<file path="src/rtl/serial_mag_comparator.sv">
// ---------------------------------------------------------------------------
// serial_mag_comparator
//
// Bit-serial WIDTH-bit unsigned magnitude comparator controller. On an
// accepted start it latches both operands and presents them MSB-first, one
// bit pair per cycle, on bit_a/bit_b to an external combinational 1-bit
// comparator stage. It folds that stage's bit_g/bit_l/bit_e answers into the
// final registered g/l/e result, and signals completion with busy/done.
//
// Optional build macro:
//   SERIAL_CMP_FULLSCAN_EN  - constant-time mode. Every compare scans all
//                             WIDTH bits. The first differing bit sets g/l
//                             and later bits are ignored.
//
// Ports:
//   clk            system clock, rising edge
//   rst_n          synchronous active-low reset
//   start          begin a compare (accepted only in IDLE)
//   a_in, b_in     unsigned operands, latched on an accepted start
//   bit_a, bit_b   current MSB pair driven to the 1-bit stage
//   bit_g/l/e      combinational answers from the 1-bit stage
//   busy           high while bits are being scanned
//   done           one-cycle pulse when g/l/e become valid
//   g, l, e        final A>B, A<B, A==B (held until next start or reset)
// ---------------------------------------------------------------------------
module serial_mag_comparator #(
    parameter int WIDTH = 8
) (
    input  logic             clk,
    input  logic             rst_n,
    input  logic             start,
    input  logic [WIDTH-1:0] a_in,
    input  logic [WIDTH-1:0] b_in,
    output logic             bit_a,
    output logic             bit_b,
    input  logic             bit_g,
    input  logic             bit_l,
    input  logic             bit_e,
    output logic             busy,
    output logic             done,
    output logic             g,
    output logic             l,
    output logic             e
);

    localparam int CW = (WIDTH > 1) ? $clog2(WIDTH) : 1;

    typedef enum logic [1:0] {
        IDLE  = 2'd0,
        SHIFT = 2'd1,
        DONE  = 2'd2
    } state_t;

    state_t           state_reg, state_next;
    logic [WIDTH-1:0] sa_reg, sa_next;
    logic [WIDTH-1:0] sb_reg, sb_next;
    logic [CW-1:0]    cnt_reg, cnt_next;
    logic             g_reg, g_next;
    logic             l_reg, l_next;
    logic             e_reg, e_next;
    logic             busy_reg, busy_next;
    logic             done_reg, done_next;
`ifdef SERIAL_CMP_FULLSCAN_EN
    // Marks that a differing bit has already been seen in this scan.
    logic             decided_reg, decided_next;
`endif

    always_ff @(posedge clk) begin
        if (!rst_n) begin
            state_reg   <= IDLE;
            sa_reg      <= '0;
            sb_reg      <= '0;
            cnt_reg     <= '0;
            g_reg       <= 1'b0;
            l_reg       <= 1'b0;
            e_reg       <= 1'b0;
            busy_reg    <= 1'b0;
            done_reg    <= 1'b0;
`ifdef SERIAL_CMP_FULLSCAN_EN
            decided_reg <= 1'b0;
`endif
        end else begin
            state_reg   <= state_next;
            sa_reg      <= sa_next;
            sb_reg      <= sb_next;
            cnt_reg     <= cnt_next;
            g_reg       <= g_next;
            l_reg       <= l_next;
            e_reg       <= e_next;
            busy_reg    <= busy_next;
            done_reg    <= done_next;
`ifdef SERIAL_CMP_FULLSCAN_EN
            decided_reg <= decided_next;
`endif
        end
    end

    always_comb begin
        state_next   = state_reg;
        sa_next      = sa_reg;
        sb_next      = sb_reg;
        cnt_next     = cnt_reg;
        g_next       = g_reg;
        l_next       = l_reg;
        e_next       = e_reg;
`ifdef SERIAL_CMP_FULLSCAN_EN
        decided_next = decided_reg;
`endif

        case (state_reg)
            IDLE: begin
                if (start) begin
                    sa_next    = a_in;
                    sb_next    = b_in;
                    cnt_next   = CW'(WIDTH - 1);
                    g_next     = 1'b0;
                    l_next     = 1'b0;
                    e_next     = 1'b0;
`ifdef SERIAL_CMP_FULLSCAN_EN
                    decided_next = 1'b0;
`endif
                    state_next = SHIFT;
                end
            end

            SHIFT: begin
`ifdef SERIAL_CMP_FULLSCAN_EN
                // Only the first non-equal bit pair sets the result. The stage
                // outputs are copied as-is even if they are not one-hot.
                if (!decided_reg && !bit_e) begin
                    g_next       = bit_g;
                    l_next       = bit_l;
                    decided_next = 1'b1;
                end
                if (cnt_reg == '0) begin
                    e_next     = !decided_reg && bit_e;
                    state_next = DONE;
                end else begin
                    sa_next  = sa_reg << 1;
                    sb_next  = sb_reg << 1;
                    cnt_next = cnt_reg - CW'(1);
                end
`else
                // Any pair not reported equal ends the scan. The stage
                // outputs are copied as-is even if they are not one-hot.
                if (!bit_e) begin
                    g_next     = bit_g;
                    l_next     = bit_l;
                    e_next     = 1'b0;
                    state_next = DONE;
                end else if (cnt_reg == '0) begin
                    g_next     = 1'b0;
                    l_next     = 1'b0;
                    e_next     = 1'b1;
                    state_next = DONE;
                end else begin
                    sa_next  = sa_reg << 1;
                    sb_next  = sb_reg << 1;
                    cnt_next = cnt_reg - CW'(1);
                end
`endif
            end

            DONE: begin
                state_next = IDLE;
            end

            default: begin
                state_next = IDLE;
            end
        endcase

        // busy and done are registered, so they follow the upcoming state.
        busy_next = (state_next == SHIFT);
        done_next = (state_next == DONE);
    end

    assign bit_a = sa_reg[WIDTH-1];
    assign bit_b = sb_reg[WIDTH-1];
    assign busy  = busy_reg;
    assign done  = done_reg;
    assign g     = g_reg;
    assign l     = l_reg;
    assign e     = e_reg;

endmodule

</file>
<file path="config.mk">
export PLATFORM = sky130hd
export DESIGN_NAME = serial_mag_comparator
export DESIGN_NICKNAME = d
export VERILOG_FILES = /design/src/rtl/serial_mag_comparator.sv
export SDC_FILE = /design/constraint.sdc
export NUM_CORES = 1
export LEC_CHECK = 0
export ABC_AREA = 1
export CAP_MARGIN = 25
export CORE_MARGIN = 3
export CORE_UTILIZATION = 30
export DETAILED_ROUTE_END_ITERATION = 12
export PLACE_DENSITY = 0.52
export SKIP_CTS_REPAIR_TIMING = 1
export SYNTH_ARGS = -nofsm -noshare
export SYNTH_HDL_FRONTEND = slang
export SYNTH_SLANG_ARGS = --single-unit
</file>
<file path="constraint.sdc">
create_clock -name clk -period 1.6 [get_ports clk]
set_input_delay 0.32 -clock clk [delete_from_list [all_inputs] [get_ports clk]]
set_output_delay 0.32 -clock clk [all_outputs]
set_load 0.05 [all_outputs]
</file>
# Word-level counts from Yosys, hierarchy flattened
# Cells that the tools add are included.
[word_totals]
reg_bits = 26
latchBits = 0
mem_bits_rw = 0
rom_bits = 0
output_inout_bits = 7
mem_count = 0
[classes]
addsub = 1
mul = 0
div_mod_pow = 0
n_lt_le_gt_ge = 0
eq_ne = 7
n_shift = 0
muxes = 25
bitwise_logic = 0
n_reduce_logical = 5
[ops]
columns = ["op", "count"]
rows = [
  ["$mux W8", 6],
  ["$pmux W8 S2", 2],
  ["$mux W3", 3],
  ["$mux W1", 6],
  ["$mux W2", 3],
  ["$ne A2 B2 Y1 const B", 3],
  ["$pmux W1 S2", 3],
  ["$pmux W3 S2", 1],
  ["$eq A2 B1 Y1 const B", 2],
  ["$pmux W2 S2", 1],
  ["$reduce_and A4 Y1", 1],
  ["$logic_not A3 Y1", 1],
  ["$ne A3 B3 Y1 const B", 1],
  ["$reduce_and A3 Y1", 1],
  ["$sub A3 B1 Y3 const B", 1],
  ["$eq A2 B2 Y1 const B", 1],
  ["$logic_not A2 Y1", 1],
  ["$reduce_bool A2 Y1", 1],
]

# Logic depth before layout (Yosys ltp)
# Gate-level depths: netlist of run 1.
[logic_depth]
depth_word = 5
ltp_mapped = 9
ltp_nobuf = 8

# Worst setup path after synthesis of run 1
# No wires, ideal clock.
[synth_timing]
path_kind = "register to register"
from = "register cnt_reg[0]"
to = "register cnt_reg[2]"
setup_time_ns = 0.113
t_arrival_ns = 1.171
required_time_ns = 1.487
slack_ns = 0.316
path_stages_with_launch = 9
n_path_buf = 2
synth_period_minus_slack_ns = 1.284
path_cell_list = "dfxtp_1 inv_1 ha_1 nand2_1 nand3_2 buf_6 buf_6 a21oi_2 nor2_1"
[synth_between]
elab_chain_cells = 4
word_cells_on_any_way = 7
cone_classes = "1 x add/sub; 1 x eq/ne; 3 x mux; 2 x reduce/logical"
[synth_rtl]
columns = ["item", "line", "text"]
rows = [
  ["start, declared", "57", "logic [CW-1:0] cnt_reg, cnt_next;"],
  ["start signal, assigned", "86", "cnt_reg <= cnt_next;"],
  ["$sub A3 B1 Y3", "159", "cnt_next = cnt_reg - CW'(1);"],
  ["$mux W3", "151", "end else if (cnt_reg == '0) begin"],
  ["$mux W3", "146", "if (!bit_e) begin"],
  ["$pmux W3 S2", "110", "case (state_reg)"],
]
# Parallel ways exist; a longest one is shown, timed or not. The select of a mux whose other input is x is not followed.
# A chain may end at the register's enable or synchronous reset.

# Worst setup path after layout of run 1
[layout_timing]
from = "register state_reg[0]"
to = "register sb_reg[0]"
[layout_between]
elab_chain_cells = 3
word_cells_on_any_way = 8
cone_classes = "4 x eq/ne; 1 x mux; 3 x reduce/logical"
[layout_rtl]
columns = ["item", "line", "text"]
rows = [
  ["start, declared", "54", "state_t state_reg, state_next;"],
  ["start signal, assigned", "83", "state_reg <= state_next;"],
  ["$eq A2 B1 Y1 / $logic_not A2 Y1 (equally long branches)", "110", ""],
  ["$ne A2 B2 Y1 (no source line) / $reduce_bool A2 Y1 (equally long branches)", "n/a", ""],
  ["$reduce_and A4 Y1 (no source line)", "n/a", ""],
  ["end signal, assigned", "85", "sb_reg <= sb_next;"],
  ["end, declared", "56", "logic [WIDTH-1:0] sb_reg, sb_next;"],
]
# Parallel ways exist; a longest one is shown, timed or not.

==> results of run 1 <==
[cell type report]
class                      count  area share (%)
tap                           52            3.54
timing repair buffer          35            19.2
multi-input combinational    152            39.4
clock inverter                 1            1.63
inverter                      28            5.71
sequential                    26            28.3
clock buffer                   3            2.24
[through the flow]
stage,area (sq um),utilization [%]
2_1_floorplan,1450,-
6_report,1840,40.8
3_3_place_gp,1770,39.3
4_1_cts,1840,40.8
3_5_place_dp,1770,39.3
5_1_grt,1840,40.8
[worst paths after layout]
kind | slack (ps) | end | startpoint
max | 210 | sb_reg[0] | state_reg[0]
min | 500 | sa_reg[0] | sa_reg[0]
max reg2reg | 210 | sb_reg[0] | state_reg[0]
min reg2reg | 500 | sa_reg[0] | sa_reg[0]
[cell usage in the layout (no fill, tap or decap)]
master,Yosys,layout
a21oi_1,12,12
dfxtp_1,26,26
o21ai_0,1,1
bufinv_16,0,1
buf_4,3,11
clkdlybuf4s50_1,0,21
nand2_2,2,2
nand2_1,71,71
nor2_8,1,1
nand3_1,24,24
nand4_1,2,2
nand3_2,2,2
a21boi_0,1,1
ha_1,2,2
clkbuf_8,0,3
a21oi_2,9,9
nor2_1,24,24
inv_2,1,1
buf_12,0,3
nor2_2,1,1
inv_1,27,27
[kinds of logic after synthesis]
logic type                 Yosys count
AOI/OAI and AO/OA                   23
adders and majority gates            2
buffers and inverters               40
DFF                                 26
and+or+nand+nor                    127
[routing by layer]
layer | global-route usage, % | up-vias | part of all wire (%)
met5 | 0 | - | 0
met4 | 2.14 | 0 | 0.37
met3 | 3.17 | 2 | 6.3
met2 | 17.9 | 31 | 42
met1 | 18.0 | 567 | 52
li1 | - | 727 | -
[power breakdown]
group          internal (W)  switching [W]
sequential         0.000716      0.0000354
clock              0.000335       0.000214
combinational      0.000209       0.000292
[worst max-delay path: cells and delay by family, from the launching register on]
family / cells / cell delay [ps]
and+or+nand+nor: 3 / 430
DFF: 1 / 400
buffers and inverters: 2 / 280
AOI/OAI and AO/OA: 1 / 170
==> summary.txt, run 1 <==
Critical path
  – Worst stage delay on the critical path: roughly 400 ps
  – Slowest-stage cell, CP: dfxtp_1
  – CP max FO: 27
  – Crit path capture type: flip-flop
  – WP data arrival: 1560 ps
  – WP data required: between 1500 and 2000 ps
  – Reg2reg path depth: 6
  – Critical path startpoint category: flip-flop
  – Crit Path Class: flip-flop to flip-flop
  – Crit path cell chain: inv_2 > nor2_8 > nand3_2 > buf_12 > a21boi_0 > nor2_1

STA
  – RSZ-0062 raised after global routing: no
  – Top achievable clock speed: 717 MHz
  – Final setup margin: just over 200 ps
  – Post-route clock period utilization: between 80 and 90%
  – Tmin final: 1390 ps
  – Setup TNS: 0 ps
  – Slew HR: 75.5%
  – Final count of pins violating max slew: 0
  – Fin. Hold Viols: 0
  – Final clock skew: 11.3 ps
  – Final setup vio count: 0
  – Worst slew pin tran: 366 ps
  – WHS: 496 ps

Floorplan
  – Die X: 75.4 microns
  – DIE AREA: 5690 sq um
  – Site Rows: 24
  – I/O pin count: 29
  – Core Footprint: 4500 sq um
  – Starting Density: approximately 32%
  – Die height: 75.4 microns

Min path
  – Cells on Worst Hold Path: 2
  – Worst Hold Class: flip-flop to flip-flop

Logic synthesis
  – Synth top cells by count: 71 x nand2_1, 27 x inv_1, 26 x dfxtp_1
  – Post-synthesis mux area share: 0%
  – Post-synth ARST share: 0%
  – Count leader, synth: nand2_1
  – Flops & latches, synth: 26
  – Fraction of the yosys area taken by sequential cells: 36.0%
  – Post-Syn Nets: 242
  – Number of flops mapped to enable cells by yosys: 0
  – Compound-cell area share of the yosys netlist: 10.5%
  – Mapped cell area: 1450 sq um
  – Synth area leaders: dfxtp_1 36%, nand2_1 18%, nand3_1 8.3%
  – Synth warn: 0
  – Syn Inst Count: 218
  – Synth Area in Adders: 1.73%
  – Synth area leader: dfxtp_1
  – Ys flop type: dfxtp_1
  – Avg Cell Area, Syn: between 6 and 7 sq um
  – Main combinational cell family by area after synthesis: simple AND/OR/NAND/NOR gates
  – Post-Synth XOR/XNOR Area: 0%
  – Synth unique cells: 20
  – Synth Area in Simple Gates: between 30% and 40%
  – Top-area cell type share of the netlist area: 36.0%

Layout
  – Fin nets: between 200 and 300
  – ANT cells: 0
  – Layout area overhead: 27.2%
  – Fill count: 475
  – Final cell count without fillers: 297
  – Area used by multi-input combinational logic: 724 sq um
  – Layout cells sized above 1: 13.9%
  – Sequential cell area: 520 sq um

GRT
  – First-pass GRT wire length: approximately 5.4 mm
  – Vias in the first global route: around 1200
  – Largest net degree at the start of global routing: 30
  – Initial antenna violation count: 0
  – Total gr overflow: 0
  – Total track usage: 12.2%

CTS
  – CTS tree: done
  – Maximum buffer depth of the clock tree: 2
  – Clock root buffer: clkbuf_8
  – Latest clock arrival within the worst-skew pair: roughly 270 ps
  – H-Tree Depth: 1
  – Clock-pin slew on the worst setup and hold paths: 100 ps
  – Clock sink total: 26
  – CTS Buf Count: 3

Place
  – Placed insts: 293
  – Port bufs: 28
  – GP Congestion: ~0.72
  – HPWL Detailed: 2.25 mm
  – Dpl ws: 30.8 ps

Power and ir drop
  – Maximum VDD drop: 517 uV
  – Power, Total: approximately 0.0018 W
  – P per Cell Area: between 900 and 1000 nW/um^2
  – Leak: 0.894 nW

Route
  – DRT iter0 DRCs: just over 80
  – Via/cell ratio: around 4.5
  – Avg WL per Cell: 10.8 microns
  – Router iterations before antenna repair: 4
  – Via count of the routed design: between 1000 and 1500
  – DRT Wirelength: 3.22 mm
  – Routed Antenna Nets: 0
  – # DRC: 0

Run status
  – Status: finished clean

Run
  – MaxCap Viol Count: 0
Power figures use the tool's default switching activity.
==> inputs of run 2 (changes only) <==
--- a/config.mk
+++ b/config.mk
@@ -8,9 +8,9 @@
 export ABC_AREA = 1
 export CAP_MARGIN = 25
 export CORE_MARGIN = 3
-export CORE_UTILIZATION = 30
+export CORE_UTILIZATION = 51
 export DETAILED_ROUTE_END_ITERATION = 12
-export PLACE_DENSITY = 0.52
+export PLACE_DENSITY = 0.8
 export SKIP_CTS_REPAIR_TIMING = 1
 export SYNTH_ARGS = -nofsm -noshare
 export SYNTH_HDL_FRONTEND = slang
==> run 2 against run 1 <==
Sequential power about the same. Fmax rose by 1.3%. First-iteration DRC count down 45%. Clock power shrank 39%. Clock skew fell by 7.5 ps. Worst hold slack better by 16 ps. Via count barely moved. Utilization is 27 points higher. Die area decreased by 38%. Clock-buffer cell count up 1. Sequential share of layout area is 1.3 points higher. Critical path type unchanged. Critical endpoint unchanged. Largest cell class unchanged.
==> summary.txt, run 2 (synthesized netlist as in run 1, its figures left out) <==
Critical path
  – Flop2flop setup slack: around 220 ps
  – Critical path startpoint category: flip-flop
  – Number of cells on the critical path: 7
  – Crit path capture type: flip-flop
  – WP data arrival: 1610 ps
  – Critical R2R Capture: sb_reg[0]
  – Critical R2R Launch: cnt_reg[0]
  – Crit path buf inv count: 2
  – Crit path cell chain: inv_1 > ha_1 > nand2_1 > nand3_2 > buf_12 > a21boi_0 > nor2_1
  – Slowest-stage cell, CP: dfxtp_1
  – CP max FO: 21
  – Crit Path Class: flip-flop to flip-flop
  – Worst stage delay on the critical path: 370 ps
  – WP data required: 1830 ps
  – Reg2reg path depth: 7
  – Critical path's top delay family: flip-flops

STA
  – Top achievable clock speed: around 730 MHz
  – Slew HR: 77.1%
  – Final count of pins violating max slew: 0
  – Final clock skew: around 3.8 ps
  – RSZ-0062 raised after global routing: no
  – Post-route clock period utilization: ~86%
  – Fin. Hold Viols: 0
  – Setup TNS: 0 ps
  – Worst slew pin tran: around 340 ps
  – Tmin final: around 1400 ps
  – Final setup vio count: 0
  – Final setup margin: 224 ps

Place
  – Port bufs: 28
  – Dpl ws: 47.9 ps
  – GP Congestion: roughly 0.78
  – HPWL Detailed: approximately 2.0 mm
  – Placed insts: 270

Layout
  – Most frequent cells in the layout: 71 x nand2_1, 27 x inv_1, 26 x dfxtp_1, 24 x nand3_1, 24 x nor2_1
  – ANT cells: 0
  – Layout area overhead: 21.5%
  – Most common cell after layout, fill and taps aside: nand2_1
  – Layout cells sized above 1: 13.5%
  – Fill count: 253
  – Fin nets: 269
  – Final cell count without fillers: 274

Route
  – # DRC: 0
  – Via count of the routed design: 1326
  – DRT iter0 DRCs: 45
  – Router iterations before antenna repair: 4
  – Routed Antenna Nets: 0
  – Via/cell ratio: 4.84
  – Avg WL per Cell: around 11 microns
  – DRT Wirelength: between 2 and 3 mm

Min path
  – Hold Path End: cnt_reg[0]
  – Hold path start: cnt_reg[0]
  – Cells on Worst Hold Path: 2
  – Worst Hold Class: flip-flop to flip-flop

CTS
  – Clock-pin slew on the worst setup and hold paths: 140 ps
  – Clock sink total: 26
  – Latest clock arrival within the worst-skew pair: 320 ps
  – Clock root buffer: clkbuf_4
  – CTS Buf Count: 3
  – H-Tree Depth: 1
  – Maximum buffer depth of the clock tree: 2
  – CTS tree: done

GRT
  – Largest net degree at the start of global routing: 45
  – Vias in the first global route: 1167
  – Total gr overflow: 0
  – Initial antenna violation count: 0
  – First-pass GRT wire length: 5.05 mm
  – Total track usage: a little under a fifth

Floorplan
  – Starting Density: 55.8%
  – Die height: 59.3 microns
  – Site Rows: 18
  – DIE AREA: 3510 sq um
  – Core Footprint: 2590 sq um
  – Die X: 59.3 microns
  – I/O pin count: 29

Power and ir drop
  – Maximum VDD drop: 734 uV
  – Power, Total: 0.00158 W
  – P per Cell Area: 897 nW/um^2
  – Leak: 0.870 nW

Run
  – MaxCap Viol Count: 0

Run status
  – Status: finished clean
-- run 2: changes by cell type in the layout (fill, tap and decap cells not counted) --
| cell | change |
|---|---|
| clkbuf_8 | -2 |
| bufinv_16 | -1 |
| clkbuf_4 | +3 |
| buf_12 | -1 |
-- run 2: final cells by class --
| class | instances | area (sq um) | area share (%) |
|---|---|---|---|
| Multi-Input combinational cell | 152 | 724 | 41.2 |
| Sequential cell | 26 | 520 | 29.6 |
| Timing Repair Buffer | 34 | 333 | 18.9 |
| Inverter | 28 | 105 | 5.98 |
| Tap cell | 30 | 37.5 | 2.14 |
| Clock buffer | 4 | 36.3 | 2.07 |
-- run 2: how the worst max path moves through the flow --
stage	from	end	slack [ps]
3_5_place_dp	bit_e	sb_reg[0]	50
2_1_floorplan	cnt_reg[0]	cnt_reg[2]	320
5_1_grt	cnt_reg[0]	sa_reg[2]	60
4_1_cts	cnt_reg[0]	sb_reg[5]	210
3_3_place_gp	bit_e	sb_reg[0]	60
6_report	cnt_reg[0]	sb_reg[0]	220
-- run 2: through the flow --
step,hold WS (ps),instance area (sq um),util [%]
finish,512,1760,67.8
global route,554,1760,67.8
CTS,515,1760,67.8
detailed placement,486,1720,66.4
global placement,471,1720,66.4
floorplan,457,1450,-
-- run 2: worst reg2reg max path: stages, from the launching register on --
cell	delay (ps)
dfxtp_1	370
inv_1	70
ha_1	210
nand2_1	100
nand3_2	110
buf_12	180
a21boi_0	180
nor2_1	70
-- run 2: layer usage --
layer,GRT usage (%),vias up,wire length [microns]
li1,-,722,-
met1,25.7,574,1440
met2,29.2,26,1290
met3,3.27,4,133
met4,6.80,0,25
met5,0,-,0
-- run 2: where the power goes --
part / switching [W] / internal, W
Sequential: 0.0000369 / 0.000716
Clock: 0.000195 / 0.000139
Combinational: 0.000285 / 0.000203
Total: 0.000517 / 0.00106
